==> config.mk <==
export PLATFORM = sky130hd
export DESIGN_NAME = pcie_tlp_tx
export DESIGN_NICKNAME = d
export VERILOG_FILES = /design/src/rtl/pcie_tlp_tx.sv
export SDC_FILE = /design/constraint.sdc
export NUM_CORES = 1
export LEC_CHECK = 0
export ABC_AREA = 1
export CAP_MARGIN = 20
export CELL_PAD_IN_SITES_DETAIL_PLACEMENT = 2
export CELL_PAD_IN_SITES_GLOBAL_PLACEMENT = 2
export CORE_UTILIZATION = 28
export DETAILED_ROUTE_END_ITERATION = 10
export HOLD_SLACK_MARGIN = 0.02
export PLACE_DENSITY = 0.84
export SLEW_MARGIN = 30
export SYNTH_ARGS = -nofsm -noshare
export SYNTH_HDL_FRONTEND = slang
export SYNTH_SLANG_ARGS = --single-unit
==> constraint.sdc <==
create_clock -name user_clk -period 2.6 [get_ports user_clk]
set_input_delay 0.65 -clock user_clk [delete_from_list [all_inputs] [get_ports user_clk]]
set_output_delay 0.65 -clock user_clk [all_outputs]
set_load 0.1 [all_outputs]
==> src/rtl/pcie_tlp_tx.sv <==
// Transmit-side MRd/MWr TLP builder for the 64-bit AXI-stream PCIe TX interface.
// Define TLP_TX_STATS_EN to add the stat_tlp_cnt / stat_dw_cnt counters.
module pcie_tlp_tx #(
   parameter int C_DATA_WIDTH   = 64,
   parameter int KEEP_WIDTH     = C_DATA_WIDTH/8,
   parameter int MAX_PAYLOAD_DW = 128
) (
   input  logic                    user_clk,
   input  logic                    user_reset_n,
   input  logic [7:0]              cfg_bus_number,
   input  logic [4:0]              cfg_device_number,
   input  logic [2:0]              cfg_function_number,
   input  logic                    cmd_valid,
   output logic                    cmd_ready,
   input  logic                    cmd_is_write,
   input  logic [63:0]             cmd_addr,
   input  logic [9:0]              cmd_len_dw,
   input  logic [7:0]              cmd_tag,
   input  logic [3:0]              cmd_first_be,
   input  logic [3:0]              cmd_last_be,
   input  logic [63:0]             wr_data,
   input  logic                    wr_valid,
   output logic                    wr_ready,
   output logic                    cmd_err,
   output logic                    s_axis_tx_req,
   input  logic                    s_axis_tx_ack,
   input  logic                    s_axis_tx_tready,
   output logic [C_DATA_WIDTH-1:0] s_axis_tx_tdata,
   output logic [KEEP_WIDTH-1:0]   s_axis_tx_tkeep,
   output logic [3:0]              s_axis_tx_tuser,
   output logic                    s_axis_tx_tlast,
   output logic                    s_axis_tx_tvalid
`ifdef TLP_TX_STATS_EN
   ,
   output logic [31:0]             stat_tlp_cnt,
   output logic [31:0]             stat_dw_cnt
`endif
);

   localparam logic [10:0] MAX_LEN = 11'(MAX_PAYLOAD_DW);

   typedef enum logic [2:0] {S_IDLE, S_REQ, S_HDR0, S_HDR1, S_DATA} state_t;
   state_t state;

   logic        is_wr, is_4dw, fin;
   logic [61:0] addr_q;
   logic [9:0]  len_q;
   logic [7:0]  tag_q;
   logic [3:0]  fbe_q, lbe_q;
   logic [10:0] rem;
   logic [31:0] held;

   logic [10:0] cmd_len_eff, len_eff_q;
   logic        cmd_drop, cmd_fire, tx_fire, can_load, need_wr, wr_fire;
   logic [31:0] h0, h1, addr_lo, addr_hi;
   logic        unused_addr_bits;

   assign unused_addr_bits = ^cmd_addr[1:0];
   assign s_axis_tx_tuser  = 4'b0;

   assign cmd_len_eff = (cmd_len_dw == 10'd0) ? 11'd1024 : {1'b0, cmd_len_dw};
   assign len_eff_q   = (len_q == 10'd0) ? 11'd1024 : {1'b0, len_q};
   assign cmd_drop    = cmd_is_write && (cmd_len_eff > MAX_LEN);
   assign cmd_fire    = cmd_valid && cmd_ready;
   assign tx_fire     = s_axis_tx_tvalid && s_axis_tx_tready;
   // The output register may take a new beat when empty or being drained.
   assign can_load    = !s_axis_tx_tvalid || s_axis_tx_tready;

   assign h0      = {1'b0, is_wr, is_4dw, 5'b0, 8'h00, 6'b0, len_q};
   assign h1      = {cfg_bus_number, cfg_device_number, cfg_function_number, tag_q,
                     (len_q == 10'd1) ? 4'h0 : lbe_q, fbe_q};
   assign addr_lo = {addr_q[29:0], 2'b00};
   assign addr_hi = addr_q[61:30];

   always_comb begin
      need_wr = 1'b0;
      if (!fin) begin
         case (state)
            S_HDR1:  need_wr = is_wr && !is_4dw;
            S_DATA:  need_wr = is_4dw || (rem != 11'd1);
            default: need_wr = 1'b0;
         endcase
      end
   end

   assign wr_ready = need_wr && s_axis_tx_tready;
   assign wr_fire  = wr_valid && wr_ready;

   always_ff @(posedge user_clk or negedge user_reset_n) begin
      if (!user_reset_n) begin
         state            <= S_IDLE;
         cmd_ready        <= 1'b0;
         cmd_err          <= 1'b0;
         s_axis_tx_req    <= 1'b0;
         s_axis_tx_tvalid <= 1'b0;
         s_axis_tx_tdata  <= '0;
         s_axis_tx_tkeep  <= '0;
         s_axis_tx_tlast  <= 1'b0;
         is_wr            <= 1'b0;
         is_4dw           <= 1'b0;
         addr_q           <= '0;
         len_q            <= '0;
         tag_q            <= '0;
         fbe_q            <= '0;
         lbe_q            <= '0;
         rem              <= '0;
         held             <= '0;
         fin              <= 1'b0;
      end else begin
         cmd_err <= 1'b0;
         if (tx_fire) s_axis_tx_tvalid <= 1'b0;
         case (state)
            S_IDLE: begin
               cmd_ready <= 1'b1;
               if (cmd_fire) begin
                  if (cmd_drop) begin
                     cmd_err <= 1'b1;
                  end else begin
                     is_wr         <= cmd_is_write;
                     is_4dw        <= (cmd_addr[63:32] != 32'd0);
                     addr_q        <= cmd_addr[63:2];
                     len_q         <= cmd_len_dw;
                     tag_q         <= cmd_tag;
                     fbe_q         <= cmd_first_be;
                     lbe_q         <= cmd_last_be;
                     cmd_ready     <= 1'b0;
                     s_axis_tx_req <= 1'b1;
                     state         <= S_REQ;
                  end
               end
            end
            S_REQ: begin
               if (s_axis_tx_ack) state <= S_HDR0;
            end
            S_HDR0: begin
               if (can_load) begin
                  s_axis_tx_tvalid <= 1'b1;
                  s_axis_tx_tdata  <= {h1, h0};
                  s_axis_tx_tkeep  <= 8'hFF;
                  s_axis_tx_tlast  <= 1'b0;
                  state            <= S_HDR1;
               end
            end
            S_HDR1: begin
               if (!fin && can_load) begin
                  if (is_4dw) begin
                     s_axis_tx_tvalid <= 1'b1;
                     s_axis_tx_tdata  <= {addr_lo, addr_hi};
                     s_axis_tx_tkeep  <= 8'hFF;
                     if (!is_wr) begin
                        s_axis_tx_tlast <= 1'b1;
                        fin             <= 1'b1;
                     end else begin
                        rem   <= len_eff_q;
                        state <= S_DATA;
                     end
                  end else if (!is_wr) begin
                     s_axis_tx_tvalid <= 1'b1;
                     s_axis_tx_tdata  <= {32'b0, addr_lo};
                     s_axis_tx_tkeep  <= 8'h0F;
                     s_axis_tx_tlast  <= 1'b1;
                     fin              <= 1'b1;
                  end else if (wr_fire) begin
                     // 3DW write: D0 rides beside H2, D1 waits in the skid register.
                     s_axis_tx_tvalid <= 1'b1;
                     s_axis_tx_tdata  <= {wr_data[31:0], addr_lo};
                     s_axis_tx_tkeep  <= 8'hFF;
                     held             <= wr_data[63:32];
                     if (len_eff_q == 11'd1) begin
                        s_axis_tx_tlast <= 1'b1;
                        fin             <= 1'b1;
                     end else begin
                        rem   <= len_eff_q - 11'd1;
                        state <= S_DATA;
                     end
                  end
               end
            end
            S_DATA: begin
               if (!fin && can_load) begin
                  if (is_4dw) begin
                     if (wr_fire) begin
                        s_axis_tx_tvalid <= 1'b1;
                        s_axis_tx_tdata  <= wr_data;
                        s_axis_tx_tkeep  <= (rem == 11'd1) ? 8'h0F : 8'hFF;
                        if (rem <= 11'd2) begin
                           s_axis_tx_tlast <= 1'b1;
                           fin             <= 1'b1;
                        end else begin
                           rem <= rem - 11'd2;
                        end
                     end
                  end else if (rem == 11'd1) begin
                     s_axis_tx_tvalid <= 1'b1;
                     s_axis_tx_tdata  <= {32'b0, held};
                     s_axis_tx_tkeep  <= 8'h0F;
                     s_axis_tx_tlast  <= 1'b1;
                     fin              <= 1'b1;
                  end else if (wr_fire) begin
                     s_axis_tx_tvalid <= 1'b1;
                     s_axis_tx_tdata  <= {wr_data[31:0], held};
                     s_axis_tx_tkeep  <= 8'hFF;
                     held             <= wr_data[63:32];
                     if (rem == 11'd2) begin
                        s_axis_tx_tlast <= 1'b1;
                        fin             <= 1'b1;
                     end else begin
                        rem <= rem - 11'd2;
                     end
                  end
               end
            end
            default: state <= S_IDLE;
         endcase
         // Link is released only once the tlast beat has actually been taken.
         if (fin && tx_fire) begin
            state           <= S_IDLE;
            fin             <= 1'b0;
            s_axis_tx_tlast <= 1'b0;
            s_axis_tx_req   <= 1'b0;
            cmd_ready       <= 1'b1;
         end
      end
   end

`ifdef TLP_TX_STATS_EN
   always_ff @(posedge user_clk or negedge user_reset_n) begin
      if (!user_reset_n) begin
         stat_tlp_cnt <= '0;
         stat_dw_cnt  <= '0;
      end else if (fin && tx_fire) begin
         stat_tlp_cnt <= stat_tlp_cnt + 32'd1;
         stat_dw_cnt  <= stat_dw_cnt + (is_wr ? 32'(len_eff_q) : 32'd0);
      end
   end
`endif

endmodule

==> reports/qor.csv <==
stage;metric;value;unit
sta;relative slew slack;0.658;
sta;# setup viols final;0;
run_status;status;complete, no violations;
sta;Setup Skew;13.8;ps
detailed_routing;number of detailed-route iterations in the first pass;4;
layout;Area Growth Syn to Fin;41.4;%
critical_path;crit-path max FO;5;
die;Initial Util;0.285;
critical_path;R2R Setup Slk;230;ps
layout;layout cells sized above 1;0.143;
global_routing;largest net degree at the start of global routing;62;
critical_path;Critical Path Start Type;flip-flop;
synthesis;Synth cell types;43;
global_routing;GRT overflow;0;
power;VDD IR max;1090;µV
cts;H-tree lvl count;1;
power;PD cells;1440;nW/µm²
critical_path;Worst setup startpoint;state[1]$_DFFE_PN0P_;
place;PortBufs;252;
synthesis;Syn Inst Count;1412;
critical_path;crit path to;wr_ready;
min_path;worst min-delay path startpoint;held[31]$_DFFE_PN0P_;
sta;final worst path period need;2520;ps
place;placed instance area;14000;µm²
sta;worst slew pin tran;508;ps
global_routing;initial antenna violation count;5;
layout;commonest non-fill, non-tap cell in the layout;nand2_1;
power;Seq pwr share;0.262;
detailed_routing;vias;11200;
power;Leakage;7.42;nW
detailed_routing;DRT Wirelength;47.5;mm
critical_path;critical path class;flip-flop to output port;
die;die area;39300;µm²
die;Die W;198;µm
critical_path;Reg2Reg Depth;10;
sta;final worst-path cycle share;0.968;
power;Sw Pwr;0.0112;W
critical_path;Reg-to-Reg End;rem[2]$_DFFE_PN0P_;
cts;Root Buffer;clkbuf_16;
detailed_routing;DRC;0;
synthesis;Synthesis Warnings;0;
critical_path;Critical Path RT;1950;ps
detailed_routing;wire per inst;21.3;µm
die;# rows;71;
sta;setup TNS;0;ps
global_routing;vias in the first global route;12700;
synthesis;Syn Area/Cell;7.63;µm²
power;power share of the clock group;0.194;
cts;CTS max path bufs;3;
detailed_routing;Routed Antenna Nets;0;
cts;Worst-path clk slew;60;ps
min_path;worst hold path type;flip-flop to flip-flop;
cts;CTS tree;done;
die;Ports;259;
detailed_routing;vias per std cell;5.01;
power;Net Sw Frac;0.509;
sta;final hold violations;0;
place;hpwl dp;34.0;mm
synthesis;sequential cell area fraction in the yosys report;0.497;
critical_path;FF-to-FF Start;len_q[5]$_DFFE_PN0P_;
global_routing;GRT Total Usage;0.245;
cts;worst skew pair latency;560;ps
global_routing;first-pass GRT wire length;73.5;mm
critical_path;CP Capture Type;output port;
die;Die Y;198;µm
critical_path;crit path DAT;1870;ps
die;core region area;37800;µm²
layout;cell area after layout;15200;µm²
power;internal power;0.0108;W
detailed_routing;DRT iter0 DRCs;446;
synthesis;synthesis-stage register bit count;214;
cts;CTS Sinks;214;
layout;most frequent cells in the layout;567 x nand2_1, 212 x dfrtp_1, 173 x clkdlybuf4s50_1;
job;max_cap viols;0;
layout;Final nets;1877;
sta;fmax;398;MHz
cts;cts bufs inserted;28;
sta;max-slew violations;0;
place;RD Place Congestion;0.851;
power;combinational power share;0.544;
synthesis;netlist area before placement;10800;µm²
## synth_stat cells, drive strengths merged
cell type | n | area share
o311ai | 1 | 0.00081
nand4 | 9 | 0.0066
xnor2 | 1 | 0.00081
o221ai | 21 | 0.017
or2 | 5 | 0.0029
or3 | 1 | 0.00058
a2bb2oi | 1 | 0.00081
nor4 | 8 | 0.0046
a221oi | 21 | 0.017
clkbuf | 37 | 0.013
ha | 4 | 0.0046
nor3 | 4 | 0.0019
a21boi | 1 | 0.00070
inv | 145 | 0.051
nand2 | 578 | 0.20
dfrtp | 214 | 0.50
a31oi | 4 | 0.0023
xor2 | 3 | 0.0024
clkinv | 1 | 0.00035
o21ai | 141 | 0.066
o22ai | 9 | 0.0052
buf | 39 | 0.023
o2111ai | 12 | 0.0098
o32ai | 1 | 0.00081
o21bai | 1 | 0.00070
o211ai | 23 | 0.016
nand3 | 36 | 0.017
nor2 | 74 | 0.027
nand3b | 3 | 0.0021
conb | 1 | 0.00035
a21oi | 13 | 0.0064
## registers in the layout, summed over array words and instances, names as in the netlist, 3 cells and up
signal           count
len_q               10
lbe_q                4
rem                 11
addr_q              62
s_axis_tx_tkeep      8
tag_q                8
held                32
state                3
fbe_q                4
s_axis_tx_tdata     64
## power by group through the flow
stage	clock network (W)	logic, W	registers (W)
final	0.00426	0.0120	0.00575
after global placement	0	0.0113	0.00569
after detailed placement	0	0.0117	0.00576
after global routing	0.00446	0.0129	0.00590
after floorplan	0	0.00467	0.00876
after CTS	0.00435	0.0119	0.00575
## area by class of cell
type,instances,area [µm²]
Antenna cell,5,12.5
Clock buffer,40,846
Clock inverter,12,174
Fill cell,4280,22500
Inverter,146,553
Multi-Input combinational cell,979,4560
Sequential cell,214,5360
Tap cell,511,639
Timing Repair Buffer,327,3090
## worst max-delay path, cell delays in order, from the launching register on
cell,delay (ps)
dfrtp_2,440
nor2_2,130
nand2_2,90
inv_4,90
nand2_2,90
nand2_2,60
inv_1,40
nand2_2,90
nand2_2,60
inv_2,60
buf_12,160
## metrics by stage
step | power [W] | util | hold WS (ps) | setup slack [ps] | std cells
2_1_floorplan | 0.0134 | - | 354 | 258 | 1415
3_3_place_gp | 0.0170 | 0.372 | 455 | -119 | 2163
3_5_place_dp | 0.0175 | 0.372 | 460 | -231 | 2163
4_1_cts | 0.0220 | 0.401 | 475 | 9.04 | 2223
5_1_grt | 0.0233 | 0.403 | 500 | -12.0 | 2232
6_report | 0.0220 | 0.403 | 468 | 84.4 | 2234
## logic make-up after synthesis
family,after synthesis,synth area share
and+or+nand+nor,718,0.265
xor gates and xnor gates,4,0.00325
buffers and inverters,222,0.0865
adders and majority gates,4,0.00465
DFF,214,0.497
AOI/OAI and AO/OA,249,0.143
other,1,0.000348
## metal layers
metal | part of all wire | up-vias | global-route usage | wire, µm
li1 | - | 5120 | - | -
met1 | 0.42 | 5711 | 0.303 | 20100
met2 | 0.50 | 261 | 0.427 | 23600
met3 | 0.045 | 101 | 0.0405 | 2160
met4 | 0.034 | 4 | 0.0913 | 1600
met5 | 0.00055 | - | 0 | 26
## worst min path at each step
stage                     slack [ps]  depth (start not counted)                        endpoint
final                            470                          2            held[31]$_DFFE_PN0P_
after global routing             500                          1  s_axis_tx_tkeep[3]$_DFFE_PN0P_
after CTS                        470                          2            held[31]$_DFFE_PN0P_
after detailed placement         460                          2            held[31]$_DFFE_PN0P_
after global placement           450                          2             held[9]$_DFFE_PN0P_
after floorplan                  350                          0           addr_q[0]$_DFFE_PN0P_
## timing repair
| item | CTS | global route |
|---|---|---|
| resized for setup | 13 | 8 |
| buffers inserted | 7 | 6 |
| hold endpoints to repair | 5 | 0 |
| pin swaps | 2 | 4 |
| hold buffers | 1 | 0 |
| setup endpoints to repair | 1 | 2 |
No activity file was read; power rests on OpenSTA's default activity.
